File: src/rtl/fp_result_packer.sv
// rtl/fp_result_packer.sv - packs unpacked FP add/sub result fields into single or half IEEE-754 words
// Two-stage valid/ready pipeline with sticky status flags and a completed-transfer counter.
module fp_result_packer #(
  parameter int CNT_W = 16
) (
  input  logic             clk,
  input  logic             rst,
  input  logic             in_valid,
  output logic             in_ready,
  input  logic             mode_fp,
  input  logic             round_mode,
  input  logic             in_sign,
  input  logic [7:0]       in_exp,
  input  logic [22:0]      in_mant,
  input  logic             in_overflow,
  input  logic             in_underflow,
  input  logic             in_inexact,
  output logic             out_valid,
  input  logic             out_ready,
  output logic [31:0]      out_word,
  output logic [2:0]       out_flags,
  input  logic             flag_clear,
  output logic [2:0]       status_flags,
  output logic [CNT_W-1:0] xfer_count
);

  logic             r_s1_valid;
  logic             r_s1_mode;
  logic             r_s1_rm;
  logic             r_s1_sign;
  logic [7:0]       r_s1_exp;
  logic [22:0]      r_s1_mant;
  logic [2:0]       r_s1_flags;
  logic             r_s2_valid;
  logic [31:0]      r_s2_word;
  logic [2:0]       r_s2_flags;
  logic [2:0]       r_status;
  logic [CNT_W-1:0] r_count;

  logic             w_xfer;
  logic             w_s2_free;
  logic             w_s1_load;
  logic             w_guard;
  logic             w_sticky;
  logic             w_round_up;
  logic [10:0]      w_m11;
  logic [4:0]       w_he;
  logic [4:0]       w_he_r;
  logic             w_ovf;
  logic [31:0]      w_word;
  logic [2:0]       w_flags;

  assign w_xfer    = r_s2_valid & out_ready;
  assign w_s2_free = !r_s2_valid | out_ready;
  assign in_ready  = !r_s1_valid | w_s2_free;
  assign w_s1_load = in_valid & in_ready;

  assign out_valid    = r_s2_valid;
  assign out_word     = r_s2_word;
  assign out_flags    = r_s2_flags;
  assign status_flags = r_status;
  assign xfer_count   = r_count;

  // Half exponent only needs 5 bits: 112 is 16 mod 32, and the normal range never wraps.
  always_comb begin
    w_guard    = r_s1_mant[12];
    w_sticky   = |r_s1_mant[11:0];
    w_round_up = !r_s1_rm & w_guard & (w_sticky | r_s1_mant[13]);
    w_m11      = {1'b0, r_s1_mant[22:13]} + {10'd0, w_round_up};
    w_he       = r_s1_exp[4:0] - 5'd16;
    w_he_r     = w_he + {4'd0, w_m11[10]};
    w_ovf      = (r_s1_exp >= 8'd143) | (w_he_r == 5'h1F);
    w_word     = 32'h0;
    w_flags    = r_s1_flags;
    if (r_s1_mode) begin
      w_word = {r_s1_sign, r_s1_exp, r_s1_mant};
    end else if ((r_s1_exp == 8'd0) && (r_s1_mant == 23'd0)) begin
      w_word = {16'h0, r_s1_sign, 15'h0};
    end else if (r_s1_exp <= 8'd112) begin
      w_word     = {16'h0, r_s1_sign, 15'h0};
      w_flags[1] = 1'b1;
      w_flags[0] = 1'b1;
    end else if (w_ovf) begin
      w_word     = {16'h0, r_s1_sign, (r_s1_rm ? 15'h7BFF : 15'h7C00)};
      w_flags[2] = 1'b1;
      w_flags[0] = 1'b1;
    end else begin
      w_word     = {16'h0, r_s1_sign, w_he_r, w_m11[9:0]};
      w_flags[0] = r_s1_flags[0] | w_guard | w_sticky;
    end
  end

  always_ff @(posedge clk or posedge rst) begin
    if (rst) begin
      r_s1_valid <= 1'b0;
      r_s1_mode  <= 1'b0;
      r_s1_rm    <= 1'b0;
      r_s1_sign  <= 1'b0;
      r_s1_exp   <= 8'd0;
      r_s1_mant  <= 23'd0;
      r_s1_flags <= 3'd0;
      r_s2_valid <= 1'b0;
      r_s2_word  <= 32'h0;
      r_s2_flags <= 3'd0;
    end else begin
      if (w_s1_load) begin
        r_s1_valid <= 1'b1;
        r_s1_mode  <= mode_fp;
        r_s1_rm    <= round_mode;
        r_s1_sign  <= in_sign;
        r_s1_exp   <= in_exp;
        r_s1_mant  <= in_mant;
        r_s1_flags <= {in_overflow, in_underflow, in_inexact};
      end else if (w_s2_free) begin
        r_s1_valid <= 1'b0;
      end
      // Output register only moves when empty or draining, which keeps it stable under stall.
      if (w_s2_free) begin
        r_s2_valid <= r_s1_valid;
        if (r_s1_valid) begin
          r_s2_word  <= w_word;
          r_s2_flags <= w_flags;
        end
      end
    end
  end

  always_ff @(posedge clk or posedge rst) begin
    if (rst) begin
      r_status <= 3'd0;
      r_count  <= '0;
    end else begin
      if (w_xfer) begin
        r_status <= flag_clear ? r_s2_flags : (r_status | r_s2_flags);
        r_count  <= r_count + 1'b1;
      end else if (flag_clear) begin
        r_status <= 3'd0;
      end
    end
  end

endmodule
File: config.mk
export PLATFORM = sky130hd
export DESIGN_NAME = fp_result_packer
export DESIGN_NICKNAME = d
export VERILOG_FILES = /design/src/rtl/fp_result_packer.sv
export SDC_FILE = /design/constraint.sdc
export NUM_CORES = 1
export LEC_CHECK = 0
export CAP_MARGIN = 20
export CORE_MARGIN = 2
export CORE_UTILIZATION = 25
export CTS_BUF_LIST = sky130_fd_sc_hd__clkbuf_2
export DETAILED_ROUTE_END_ITERATION = 8
export PLACE_DENSITY = 0.46
export SYNTH_ARGS = -nofsm -noshare
export SYNTH_HDL_FRONTEND = slang
export SYNTH_SLANG_ARGS = --single-unit
File: constraint.sdc
create_clock -name clk -period 8.3 [get_ports clk]
set_input_delay 0.83 -clock clk [delete_from_list [all_inputs] [get_ports clk]]
set_output_delay 0.83 -clock clk [all_outputs]
set_load 0.1 [all_outputs]
==> results of run 1 <==
-- power by group through the flow --
stage	logic (mW)	registers [mW]	clock network (mW)
floorplan	0.178	1.05	0
global placement	0.797	0.633	0
detailed placement	0.799	0.636	0
CTS	0.801	0.627	0.310
global route	0.831	0.643	0.329
finish	0.795	0.626	0.295
-- cell families after synthesis --
logic type | Yosys count | synth area share, %
DFF | 93 | 54.4
buffers and inverters | 32 | 3.39
adders and majority gates | 4 | 1.17
xor gates and xnor gates | 24 | 4.91
and+or+nand+nor | 153 | 17.5
muxes | 40 | 10.5
AOI/OAI and AO/OA | 55 | 8.21
-- worst max-delay path, cell delays in order --
cell and delay (ps):
sky130_fd_sc_hd__clkdlybuf4s50_1 480, sky130_fd_sc_hd__nand3b_1 160, sky130_fd_sc_hd__clkdlybuf4s50_1 1150
-- synthesized netlist by cell type (2+ instances only) --
cell and number:
sky130_fd_sc_hd__nor3_1 3, sky130_fd_sc_hd__a31oi_1 11, sky130_fd_sc_hd__dfrtp_1 93, sky130_fd_sc_hd__buf_2 5, sky130_fd_sc_hd__nor4_1 6, sky130_fd_sc_hd__inv_1 12
sky130_fd_sc_hd__nand4_1 6, sky130_fd_sc_hd__and3_1 9, sky130_fd_sc_hd__or3_1 2, sky130_fd_sc_hd__and2_1 2, sky130_fd_sc_hd__nand3_1 27, sky130_fd_sc_hd__o31ai_1 2
sky130_fd_sc_hd__xor2_1 8, sky130_fd_sc_hd__a221oi_1 2, sky130_fd_sc_hd__clkbuf_1 11, sky130_fd_sc_hd__ha_1 4, sky130_fd_sc_hd__xnor2_1 16, sky130_fd_sc_hd__o21ai_0 8
sky130_fd_sc_hd__mux2i_1 2, sky130_fd_sc_hd__buf_6 2, sky130_fd_sc_hd__nor4_2 2, sky130_fd_sc_hd__o21ai_1 13, sky130_fd_sc_hd__o2bb2ai_1 2, sky130_fd_sc_hd__a21oi_1 10
sky130_fd_sc_hd__nand2b_1 3, sky130_fd_sc_hd__mux2_2 38, sky130_fd_sc_hd__nand2_1 61, sky130_fd_sc_hd__nor2_1 22
-- area by class of cell --
class / instances / area, sq um / share of cell area [%]
clock buffer: 10 / 50.0 / 0.886
clock inverter: 6 / 110 / 1.95
inverter: 12 / 47.5 / 0.842
multi-input combinational: 276 / 1810 / 32.0
sequential: 93 / 2330 / 41.2
tap: 220 / 275 / 4.87
timing repair buffer: 103 / 1030 / 18.2
-- flip-flops by register name, summed over array words and instances, names as in the netlist, 3 cells and up --
register	flops
r_s1_flags	3
r_s1_exp	8
out_word	32
r_s1_mant	23
out_flags	3
xfer_count	16
status_flags	3
-- per-layer routing --
layer	share of wire (%)	global-route usage, %	wire length, um
met5	0	0	0
met4	1.5	5.09	179
met3	5.4	3.04	622
met2	46	20.1	5270
met1	48	17.7	5500
-- worst max-delay path by stage --
| stage | endpoint | from | cells after the start |
|---|---|---|---|
| after floorplan | r_s1_exp[0] | out_valid | 4 |
| after global placement | in_ready | out_ready | 3 |
| after detailed placement | in_ready | out_ready | 3 |
| after CTS | in_ready | out_ready | 3 |
| after global routing | out_word[9] | r_s1_rm | 13 |
| final | in_ready | out_ready | 3 |
-- stage by stage --
step	util [%]	area, sq um
2_1_floorplan	-	4280
5_1_grt	33.9	5650
3_3_place_gp	32.9	5470
6_report	33.9	5650
3_5_place_dp	32.9	5470
4_1_cts	33.8	5630
==> run metrics, run 1 <==
placed cell count=703; number of diodes=0; area growth from synthesis to layout=31.9%; Routed WL=11.6 mm; synthesized area divided by synthesized cell count=10.7 sq um; post-route clock period utilization=41.6%; average wire length per cell after detail routing=16.1 um; sum of overflow across all layers after global routing=0; clock skew after layout=24.3 ps; Setup WS post-layout=4850 ps; vias in the first global route=3298; VDD IR max=275 uV; power density of the placed cells=304 nW/um^2; leading cell types in the layout, fill and taps excluded=sky130_fd_sc_hd__clkdlybuf4s50_1, sky130_fd_sc_hd__dfrtp_1, sky130_fd_sc_hd__nand2_1, sky130_fd_sc_hd__mux2_2, sky130_fd_sc_hd__nand3_1; destination of the worst register-to-register timing path=out_word[8]; cell types with the largest area share after synthesis=sky130_fd_sc_hd__dfrtp_1, sky130_fd_sc_hd__mux2_2, sky130_fd_sc_hd__nand2_1; hold buffers post-CTS=0; total iterations of the first detailed-routing run=4; number of synthesized register bits=93; leading area contributor after synthesis=sky130_fd_sc_hd__dfrtp_1; number of non-filler instances in the completed layout=720; cell area after synthesis=4280 sq um; fraction of registers with async set or reset after synthesis=100%; total of fill cells in the finished design=1662; CP Class=in -> out; global-route wire length before repair=18.1 mm; Yosys top cell area share=54.4%; part of the total power dissipated in the clock network=17.2%; Distinct cells, synth=47; largest net degree at the start of global routing=75; logic depth of the worst register-to-register path=13; Net Sw Power=0.842 mW; sequential share of power=36.5%; Syn. warnings=0; number of buffers inserted by port buffering=97; number of nets in the layout=541; post-cts resize count=0; final number of hold-violating endpoints=0; top achievable clock speed=0.290 GHz; highest fanout seen on the critical path=3; HP Class=in -> async; clock sink count=93; post-layout min period=3450 ps; final setup violating endpoints=0; number of enable-type register cells in the synthesized netlist=0; average via count per standard cell=4.58; portion of the post-synthesis area used by sequential elements=54.4%; most frequent standard cell in the layout excluding fill and tap cells=sky130_fd_sc_hd__clkdlybuf4s50_1; maximum buffer depth of the clock tree=2; via count=3297; worst reg-to-reg setup slack=5070 ps; nature of the critical path endpoint=output port; part of the total power dissipated in combinational logic=46.3%; clock latency reported for the late side of the worst-skew pair=600 ps; final setup TNS=0 ps; setup slack at placement=4850 ps; ports placed on the boundary=98; internal portion of total power=0.874 mW; commonest register cell after synthesis=sky130_fd_sc_hd__dfrtp_1; HPWL after detailed placement=7.97 mm; Pwr Total=1.72 mW; Critical Path Start Type=input port; library cell used as clock root buffer=sky130_fd_sc_hd__clkbuf_2; arrival time at the worst endpoint=2620 ps; maxcap violations=0; post-CTS setup buffers=0; clock transition at the register clock pins on the worst setup and hold paths after CTS=260 ps; number of cell rows=47; Placeable Area=16600 sq um; slew at the pin closest to its max-slew limit=1020 ps; RSZ-0062 raised after global routing=false; static leakage=2.39 nW; run status=completed; vertical extent of the die=135 um; max-slew violation total from the final report=0; global router's overall resource usage=13.0%; number of instances in the synthesized netlist=401; Final Hold Slack=459 ps; initial antenna violation count=0; Reg2Reg Launch Point=r_s1_rm; GPL Wtd Cong=0.804; overall die width=135 um; overall die area=18200 sq um; clock tree from TritonCTS=built; required time worst endpoint=7470 ps; H-tree levels=3; synthesized net count=447; switching power as a share of total power=49.1%; share of layout cells above drive strength 1=13.8%; DRC violations left=0; starting density of the core=25.7%; tightest slew margin relative to the limit=31.6%; Starting DRT DRC Count=135; Detail Route Antenna Nets=0; number of CTS-inserted buffers=9
No activity file was read; power rests on OpenSTA's default activity.
==> run 2, diff against run 1 <==
- clock period: 8.3 -> 3.6 ns (I/O delays scaled with it)
==> run metrics, run 2 (same netlist as run 1, synthesis figures left out) <==
total iterations of the first detailed-routing run=4 (unchanged); Placeable Area=16600 sq um (unchanged); cell with the largest stage delay on the worst path=sky130_fd_sc_hd__dfrtp_1 (was sky130_fd_sc_hd__clkdlybuf4s50_1); nature of the critical path endpoint=register (was output port); ordered cell list for the critical path=and3b_1 > ha_1 > nand4_1 > nor2_1 > and3_1 > ha_1 > ha_1 > nor2_1 > a32oi_1 > a21oi_1 > o21ai_2 > o21ai_1 > a31oi_1 (was clkdlybuf4s50_1 > nand3b_1 > clkdlybuf4s50_1); library cell used as clock root buffer=sky130_fd_sc_hd__clkbuf_2 (unchanged); clock sink count=93 (unchanged); sum of overflow across all layers after global routing=0 (unchanged); top cell family by delay on the critical path=compound AO/OA/AOI/OAI gates (was buffers and inverters); top achievable clock speed=0.302 GHz; post-layout min period=3310 ps; leading cell types in the layout, fill and taps excluded=sky130_fd_sc_hd__clkdlybuf4s50_1, sky130_fd_sc_hd__dfrtp_1, sky130_fd_sc_hd__nand2_1, sky130_fd_sc_hd__mux2_2, sky130_fd_sc_hd__nand3_1 (unchanged); final number of hold-violating endpoints=0 (unchanged); required time worst endpoint=4120 ps (was 7470 ps); RSZ-0062 raised after global routing=false (unchanged); number of buffers inserted by port buffering=97 (unchanged); most frequent standard cell in the layout excluding fill and tap cells=sky130_fd_sc_hd__clkdlybuf4s50_1 (unchanged); number of cell rows=47 (unchanged); global-route wire length before repair=18.7 mm (was 18.1 mm); overall die area=18200 sq um (unchanged); VDD IR max=609 uV (was 275 uV); highest fanout seen on the critical path=8 (was 3); Starting DRT DRC Count=154 (was 135); average wire length per cell after detail routing=16.3 um (was 16.1 um); post-route clock period utilization=92.0%; maximum buffer depth of the clock tree=2 (unchanged); static leakage=2.35 nW (was 2.39 nW); setup slack at placement=393 ps (was 4850 ps); DRC violations left=0 (unchanged); number of nets in the layout=541 (unchanged); Area after DPL=5470 sq um (about the same); hold buffers post-CTS=0 (unchanged); max-slew violation total from the final report=0 (unchanged); sequential share of power=38.4% (was 36.5%); ports placed on the boundary=98 (unchanged); Largest stage delay, worst path=510 ps (was 1150 ps); switching power as a share of total power=52.0% (was 49.1%); part of the total power dissipated in the clock network=13.0% (was 17.2%); Routed WL=11.7 mm (was 11.6 mm); Critical Path Start Type=register (was input port); vias in the first global route=3393 (was 3298); via count=3322 (was 3297); power density of the placed cells=677 nW/um^2 (was 304 nW/um^2); final setup TNS=0 ps (unchanged); internal portion of total power=1.81 mW (was 0.874 mW); arrival time at the worst endpoint=3830 ps (was 2620 ps); buffer and inverter count on the worst path=0 (was 2); vertical extent of the die=135 um (unchanged); post-CTS setup buffers=0 (unchanged); utilization after layout=33.5% (was 33.9%); Net Sw Power=1.96 mW (was 0.842 mW); tightest slew margin relative to the limit=32.1% (was 31.6%); cell repeated most along the worst path=sky130_fd_sc_hd__ha_1 (was sky130_fd_sc_hd__clkdlybuf4s50_1); CP Class=reg -> reg (was in -> out); HPWL after detailed placement=8.39 mm (was 7.97 mm); largest net degree at the start of global routing=57 (was 75); HP Class=in -> async (unchanged); number of CTS-inserted buffers=9 (unchanged); final non-filler cell area=5570 sq um (was 5650 sq um); number of flip-flops under the largest register name=32 (unchanged); Detail Route Antenna Nets=0 (unchanged); starting density of the core=25.7% (unchanged); area growth from synthesis to layout=30.1% (was 31.9%); initial antenna violation count=1 (was 0); Final Hold Slack=162 ps (was 459 ps); clock tree from TritonCTS=built (unchanged); post-cts resize count=0 (unchanged); clock transition at the register clock pins on the worst setup and hold paths after CTS=290 ps (was 260 ps); clock skew after layout=42.3 ps (was 24.3 ps); maxcap violations=0 (unchanged); part of the total power dissipated in combinational logic=48.6% (was 46.3%); overall die width=135 um (unchanged); slew at the pin closest to its max-slew limit=1010 ps (was 1020 ps); average via count per standard cell=4.61 (was 4.58); final setup violating endpoints=0 (unchanged); GPL Wtd Cong=0.816 (was 0.804); Setup WS post-layout=287 ps (was 4850 ps); share of layout cells above drive strength 1=14.0% (was 13.8%); global router's overall resource usage=13.5% (was 13.0%); H-tree levels=3 (unchanged); clock latency reported for the late side of the worst-skew pair=620 ps (was 600 ps); run status=completed (unchanged)
## run 2: cell types whose count changed in the layout (fill, tap and decap cells not counted)
| cell | previous run | this run |
|---|---|---|
| sky130_fd_sc_hd__clkinv_4 | 0 | 2 |
| sky130_fd_sc_hd__bufinv_16 | 3 | 0 |
| sky130_fd_sc_hd__inv_6 | 1 | 2 |
| sky130_fd_sc_hd__diode_2 | 0 | 1 |
| sky130_fd_sc_hd__buf_12 | 1 | 0 |
| sky130_fd_sc_hd__clkdlybuf4s50_1 | 97 | 96 |
| sky130_fd_sc_hd__buf_4 | 5 | 7 |
## run 2: power by group through the flow
stage | clock network, mW | logic, mW | registers [mW]
floorplan | 0 | 0.410 | 2.41
global placement | 0 | 1.84 | 1.46
detailed placement | 0 | 1.85 | 1.47
CTS | 0.517 | 1.85 | 1.45
global route | 0.560 | 1.91 | 1.48
finish | 0.491 | 1.83 | 1.45
## run 2: layout make-up
class / instances / area [sq um]
fill: 1703 / 11100
sequential: 93 / 2330
multi-input combinational: 276 / 1810
timing repair buffer: 103 / 1010
tap: 220 / 275
clock buffer: 10 / 50.0
inverter: 12 / 47.5
clock inverter: 6 / 46.3
antenna: 1 / 2.50
## run 2: routing by layer
layer,GRT usage [%],share of wire [%],vias up
met1,18.4,48,1627
met4,5.61,2.1,0
met5,0,0,-
met3,3.08,4.9,19
met2,20.7,45,91
li1,-,-,1585
## run 2: metrics by stage
step           total power, mW  cells
2_1_floorplan             2.82    401
3_3_place_gp              3.30    704
3_5_place_dp              3.32    704
4_1_cts                   3.82    720
5_1_grt                   3.95    721
6_report                  3.77    721
## run 2: worst paths after layout
check                      slack [ps]  cells after the start        endpoint      startpoint
min reg2reg                       490                      1  xfer_count[15]  xfer_count[15]
min in group clk                  330                      2    r_s1_mant[3]      in_mant[3]
max                               290                     13     out_word[8]         r_s1_rm
max reg2reg                       290                     13     out_word[8]         r_s1_rm
min                               160                      2    r_s1_mant[3]             rst
max in group asynchronous        2630                      3   r_s1_mant[17]             rst
